[src/rtl/sopc_run_monitor.sv]
// Run controller and write-back trace monitor for the min SOPC: holds the core
// in reset, runs it, records register writes into a FWFT FIFO, ends on halt/timeout.
module sopc_run_monitor #(
  parameter int DATA_W       = 32,
  parameter int PC_W         = 32,
  parameter int CYC_W        = 24,
  parameter int DEPTH        = 16,
  parameter int RESET_CYCLES = 4,
  parameter int HALT_STABLE  = 8,
  parameter int MAX_CYCLES   = 100000
) (
  input  logic                      clk,
  input  logic                      rst,
  output logic                      core_rst_o,
  input  logic [PC_W-1:0]           pc_i,
  input  logic                      wb_we_i,
  input  logic [4:0]                wb_addr_i,
  input  logic [DATA_W-1:0]         wb_data_i,
  output logic                      trace_valid_o,
  input  logic                      trace_ready_i,
  output logic [CYC_W+5+DATA_W-1:0] trace_data_o,
  output logic                      trace_overflow_o,
  output logic [7:0]                drop_cnt_o,
  output logic [CYC_W-1:0]          cycle_cnt_o,
  output logic                      halted_o,
  output logic                      timeout_o,
  output logic                      done_o,
  output logic [1:0]                state_o
);

  localparam int TW = CYC_W + 5 + DATA_W;
  localparam int AW = $clog2(DEPTH);
  localparam int HW = $clog2(RESET_CYCLES + 1);
  localparam int SW = $clog2(HALT_STABLE);

  localparam logic [HW-1:0]    HOLD_LAST   = HW'(RESET_CYCLES - 1);
  localparam logic [SW-1:0]    STABLE_LAST = SW'(HALT_STABLE - 2);
  localparam logic [CYC_W-1:0] CYC_LAST    = CYC_W'(MAX_CYCLES - 1);

  typedef enum logic [1:0] {
    ST_HOLD    = 2'd0,
    ST_RUN     = 2'd1,
    ST_HALT    = 2'd2,
    ST_TIMEOUT = 2'd3
  } state_t;

  state_t state, state_nxt;

  logic [HW-1:0]    hold_cnt;
  logic [SW-1:0]    stable_cnt;
  logic [PC_W-1:0]  prev_pc;
  logic [CYC_W-1:0] cycle_cnt;
  logic             pc_same;
  logic             hold_done;
  logic             halt_hit;
  logic             timeout_hit;

  assign pc_same     = (pc_i == prev_pc);
  assign hold_done   = (state == ST_HOLD) && (hold_cnt == HOLD_LAST);
  // Stable counter reaches HALT_STABLE-1 on this edge.
  assign halt_hit    = (state == ST_RUN) && pc_same && (stable_cnt == STABLE_LAST);
  assign timeout_hit = (state == ST_RUN) && (cycle_cnt == CYC_LAST);

  // ---------------- FSM: state register ----------------
  always_ff @(posedge clk or negedge rst) begin
    if (!rst) state <= ST_HOLD;
    else      state <= state_nxt;
  end

  // ---------------- FSM: next state ----------------
  always_comb begin
    state_nxt = state;
    case (state)
      ST_HOLD: if (hold_done) state_nxt = ST_RUN;
      ST_RUN: begin
        if (halt_hit)         state_nxt = ST_HALT;
        else if (timeout_hit) state_nxt = ST_TIMEOUT;
      end
      default: state_nxt = state;
    endcase
  end

  // ---------------- FSM: outputs ----------------
  always_comb begin
    core_rst_o = (state == ST_HOLD);
    halted_o   = (state == ST_HALT);
    timeout_o  = (state == ST_TIMEOUT);
    done_o     = (state == ST_HALT) || (state == ST_TIMEOUT);
    state_o    = state;
  end

  // ---------------- run counters ----------------
  always_ff @(posedge clk or negedge rst) begin
    if (!rst) begin
      hold_cnt   <= '0;
      stable_cnt <= '0;
      prev_pc    <= '0;
      cycle_cnt  <= '0;
    end else begin
      prev_pc <= pc_i;
      if (state == ST_HOLD) hold_cnt <= hold_cnt + 1'b1;
      if (state == ST_RUN) stable_cnt <= pc_same ? stable_cnt + 1'b1 : '0;
      else                 stable_cnt <= '0;
      // Count freezes on the edge that leaves RUN.
      if ((state == ST_RUN) && (state_nxt == ST_RUN)) cycle_cnt <= cycle_cnt + 1'b1;
    end
  end

  assign cycle_cnt_o = cycle_cnt;

  // ---------------- trace FIFO ----------------
  logic [TW-1:0] mem [DEPTH];
  logic [AW:0]   wr_ptr, rd_ptr;
  logic          empty, full, push_req, push_ok, pop, drop;
  logic [7:0]    drop_cnt;
  logic          overflow;

  assign empty    = (wr_ptr == rd_ptr);
  assign full     = (wr_ptr[AW] != rd_ptr[AW]) && (wr_ptr[AW-1:0] == rd_ptr[AW-1:0]);
  assign push_req = (state == ST_RUN) && wb_we_i && (wb_addr_i != 5'd0);
  assign pop      = !empty && trace_ready_i;
  // A pop in the same cycle frees the slot, so a full FIFO still accepts.
  assign push_ok  = push_req && (!full || pop);
  assign drop     = push_req && full && !pop;

  always_ff @(posedge clk) begin
    if (push_ok) mem[wr_ptr[AW-1:0]] <= {cycle_cnt, wb_addr_i, wb_data_i};
  end

  always_ff @(posedge clk or negedge rst) begin
    if (!rst) begin
      wr_ptr   <= '0;
      rd_ptr   <= '0;
      drop_cnt <= '0;
      overflow <= 1'b0;
    end else begin
      if (push_ok) wr_ptr <= wr_ptr + 1'b1;
      if (pop)     rd_ptr <= rd_ptr + 1'b1;
      if (drop) begin
        overflow <= 1'b1;
        if (drop_cnt != 8'hFF) drop_cnt <= drop_cnt + 1'b1;
      end
    end
  end

  assign trace_valid_o    = !empty;
  assign trace_data_o     = empty ? '0 : mem[rd_ptr[AW-1:0]];
  assign trace_overflow_o = overflow;
  assign drop_cnt_o       = drop_cnt;

endmodule
[config.mk]
export PLATFORM = sky130hd
export DESIGN_NAME = sopc_run_monitor
export DESIGN_NICKNAME = d
export VERILOG_FILES = /design/src/rtl/sopc_run_monitor.sv
export SDC_FILE = /design/constraint.sdc
export NUM_CORES = 1
export LEC_CHECK = 0
export ABC_AREA = 1
export BUFFER_PORTS_ARGS = -buffer_cell sky130_fd_sc_hd__buf_2
export CAP_MARGIN = 30
export CORE_UTILIZATION = 50
export CTS_CLUSTER_SIZE = 40
export DETAILED_ROUTE_END_ITERATION = 8
export GPL_ROUTABILITY_DRIVEN = 0
export GPL_TIMING_DRIVEN = 0
export PLACE_DENSITY_LB_ADDON = 0.1
export SETUP_SLACK_MARGIN = 0.5
export SLEW_MARGIN = 20
export SYNTH_ARGS = -nofsm -noshare
export SYNTH_HDL_FRONTEND = slang
export SYNTH_SLANG_ARGS = --single-unit
[constraint.sdc]
create_clock -name clk -period 8.8 [get_ports clk]
set_input_delay 1.32 -clock clk [delete_from_list [all_inputs] [get_ports clk]]
set_output_delay 1.32 -clock clk [all_outputs]
set_load 0.01 [all_outputs]
==> metrics.txt <==
CTS Buffer Depth=3; crit end category=primary output; CP peak stage delay=0.68 ns; WL final=122.9 mm; PwrDens=301.9 nW/um2; H-Tree Level Count=3; Seq/Total Area, Yosys=73.39%; most common cell after layout, fill and taps aside=edfxtp_1; hold_buf cts=0; share of cells above drive strength 1=12.57%; Least-Margin Pin Slew=1.013 ns; Fill cells=6732; met1 wire length=50.55 mm; max-slew violations=0; first-pass GRT wire length=182.1 mm; Post-synth EDFFs=976; Initial Utilization=50.86%; cell mode on critical path=buf_2; setup bufs post-CTS=0; post-route insts no fill=4869; Yosys reg bits=1059; worst vdd ir=221.7 uV; most frequent cells in the layout=edfxtp_1 (976), nor2_1 (675), nand2_1 (345); Avg Cell Area, Syn=12.90 um2; placed cells=4671; 1st-iter DRT viols=3256; CP max FO=10; Yosys cell types=39; final hold slack=0.4718 ns; ys flop type=edfxtp_1; Tot Pwr=15.00 mW; # IOs=174; max_cap viols=0; Syn Nets=3398; Clock Sinks=1059; DR WL met3=11.14 mm; cts repair resizes=0; Layout Area Growth over Synthesis=16.23%; Place WS=4.110 ns; mapped cell area=42760 um2; DR DRC count=0; Slowest-stage cell, CP=buf_1; Root Driver=clkbuf_16; Worst EP required=7.48 ns; Clock transition at path regs=0.06 ns; Die Span X=294.4 um; TritonCTS clock tree=done; Fin. Hold Viols=0; period utilisation layout=59.94%; Final setup violation count=0; Vias per Instance=5.939; DR WL/cell=25.24 um; Pre-antenna DRT Iters=5; initial antenna violation count=5; wire length on met2=57.68 mm; Core ar.=84090 um2; RSZ-0062 raised after global routing=no; status=complete, no violations; row count=106; GRT Total Usage=28.54%; IO buf count=173; Synth Warn #=0; Slew headroom=32.47%; CP Data Arrival Time=3.95 ns; die extent in y=294.4 um; Setup CP Type=reg -> out; crit start category=flip-flop; min-delay worst type=reg -> reg; total gr overflow=0; fmax=189.6 MHz; routed via count=28920; nets@finish=3732; setup ws final=3.526 ns; Num CTS Buffers=108; P_leak=18.25 nW; die area=86700 um2; largest net degree at the start of global routing=58; setup TNS=0 ns; post-layout min period=5.274 ns; crit-path cells=inv_2, buf_4, buf_2, buf_1, nor2_1, o32ai_1, nand2_1, a31oi_1, buf_2; Max Clock Skew=0.02582 ns; gate count of the mapped netlist=3314; number of global-route vias before repair=28700; antenna-violating nets left=0; worst-skew pair later-pin latency=0.68 ns; Async SR Flop Fraction=7.838%; post-DP HPWL=82.86 mm; crit path buf inv count=5; Worst path top cell family by delay=buffers and inverters; DR top layer=met5
-- sequential cells by signal, indices dropped and copies added, names as in the netlist --
register / count
prev_pc: 32
cycle_cnt_o: 24
stable_cnt: 3
hold_cnt: 3
wr_ptr: 5
mem: 976
rd_ptr: 5
drop_cnt_o: 8
state_o: 2
trace_overflow_o: 1
-- final timing paths --
| check | depth (start not counted) | slack, ns | startpoint | to |
|---|---|---|---|---|
| setup / recovery | 9 | 3.53 | rd_ptr[0]$_DFFE_PN0P_ | trace_data_o[54] |
| hold / removal | 1 | 0.47 | trace_overflow_o$_DFFE_PN0P_ | trace_overflow_o$_DFFE_PN0P_ |
| setup reg to reg | 12 | 5.49 | rd_ptr[0]$_DFFE_PN0P_ | mem[1][9]$_DFFE_PP_ |
| hold reg to reg | 1 | 0.47 | trace_overflow_o$_DFFE_PN0P_ | trace_overflow_o$_DFFE_PN0P_ |
| max in group asynchronous | 2 | 7.59 | rst | prev_pc[2]$_DFF_PN0_ |
| min in group asynchronous | 1 | 0.59 | rst | rd_ptr[3]$_DFFE_PN0P_ |
-- final cells by class --
cell class | count | area, um2 | area share (%)
antenna | 3 | 7.507 | 0.01510
buffer | 205 | 1017 | 2.047
clock buffer | 141 | 2939 | 5.913
clock inverter | 53 | 454.2 | 0.9138
inverter | 115 | 431.7 | 0.8685
multi-input combinational | 1935 | 10050 | 20.22
sequential | 1059 | 31390 | 63.15
tap | 1134 | 1419 | 2.855
timing repair buffer | 224 | 1999 | 4.023
-- layer usage --
metal,global-route usage (%),up-vias
li1,-,12790
met1,40.54,14390
met2,45.51,1499
met3,4.472,237
met4,8.587,6
met5,0,-
-- power by group --
group | switching [mW] | leakage (nW) | total, mW | internal, mW
registers | 0.0209 | 10.8 | 5.50 | 5.48
logic | 3.57 | 5.75 | 5.08 | 1.52
clock network | 1.87 | 1.67 | 4.42 | 2.54
-- synth_stat cells (all sizes together) (31+ instances only) --
library cell	n	area share, %
xor2	32	0.66
dfrtp	83	4.9
o32ai	122	2.5
a21oi	33	0.39
nor2	692	6.1
nand4	37	0.54
edfxtp	976	69
clkbuf	140	1.2
buf	65	1.1
mux2i	60	1.4
nand3	59	0.71
o211ai	62	1.1
a31oi	31	0.45
nand2	349	3.1
inv	113	0.99
o21ai	340	4.0
o221ai	60	1.2
-- kinds of logic (layout without fill, tap and decap cells) --
| family | count (synthesis) | count (layout) | synth area share [%] |
|---|---|---|---|
| AND/OR/NAND/NOR | 1165 | 1165 | 10.80 |
| flip-flops | 1059 | 1059 | 73.39 |
| AO/OA/AOI/OAI | 648 | 648 | 9.644 |
| buffers and inverters | 320 | 738 | 3.385 |
| multiplexers | 61 | 61 | 1.431 |
| XOR/XNOR | 50 | 50 | 1.024 |
| adder cells (fa/ha/maj) | 11 | 11 | 0.3218 |
| other | 0 | 3 | 0 |
-- stage by stage --
step,util [%],area [um2]
finish,59.11,49700
global route,59.10,49700
CTS,59.09,49680
detailed placement,55.05,46290
global placement,53.57,45050
floorplan,-,42760
Power figures use the tool's default switching activity.
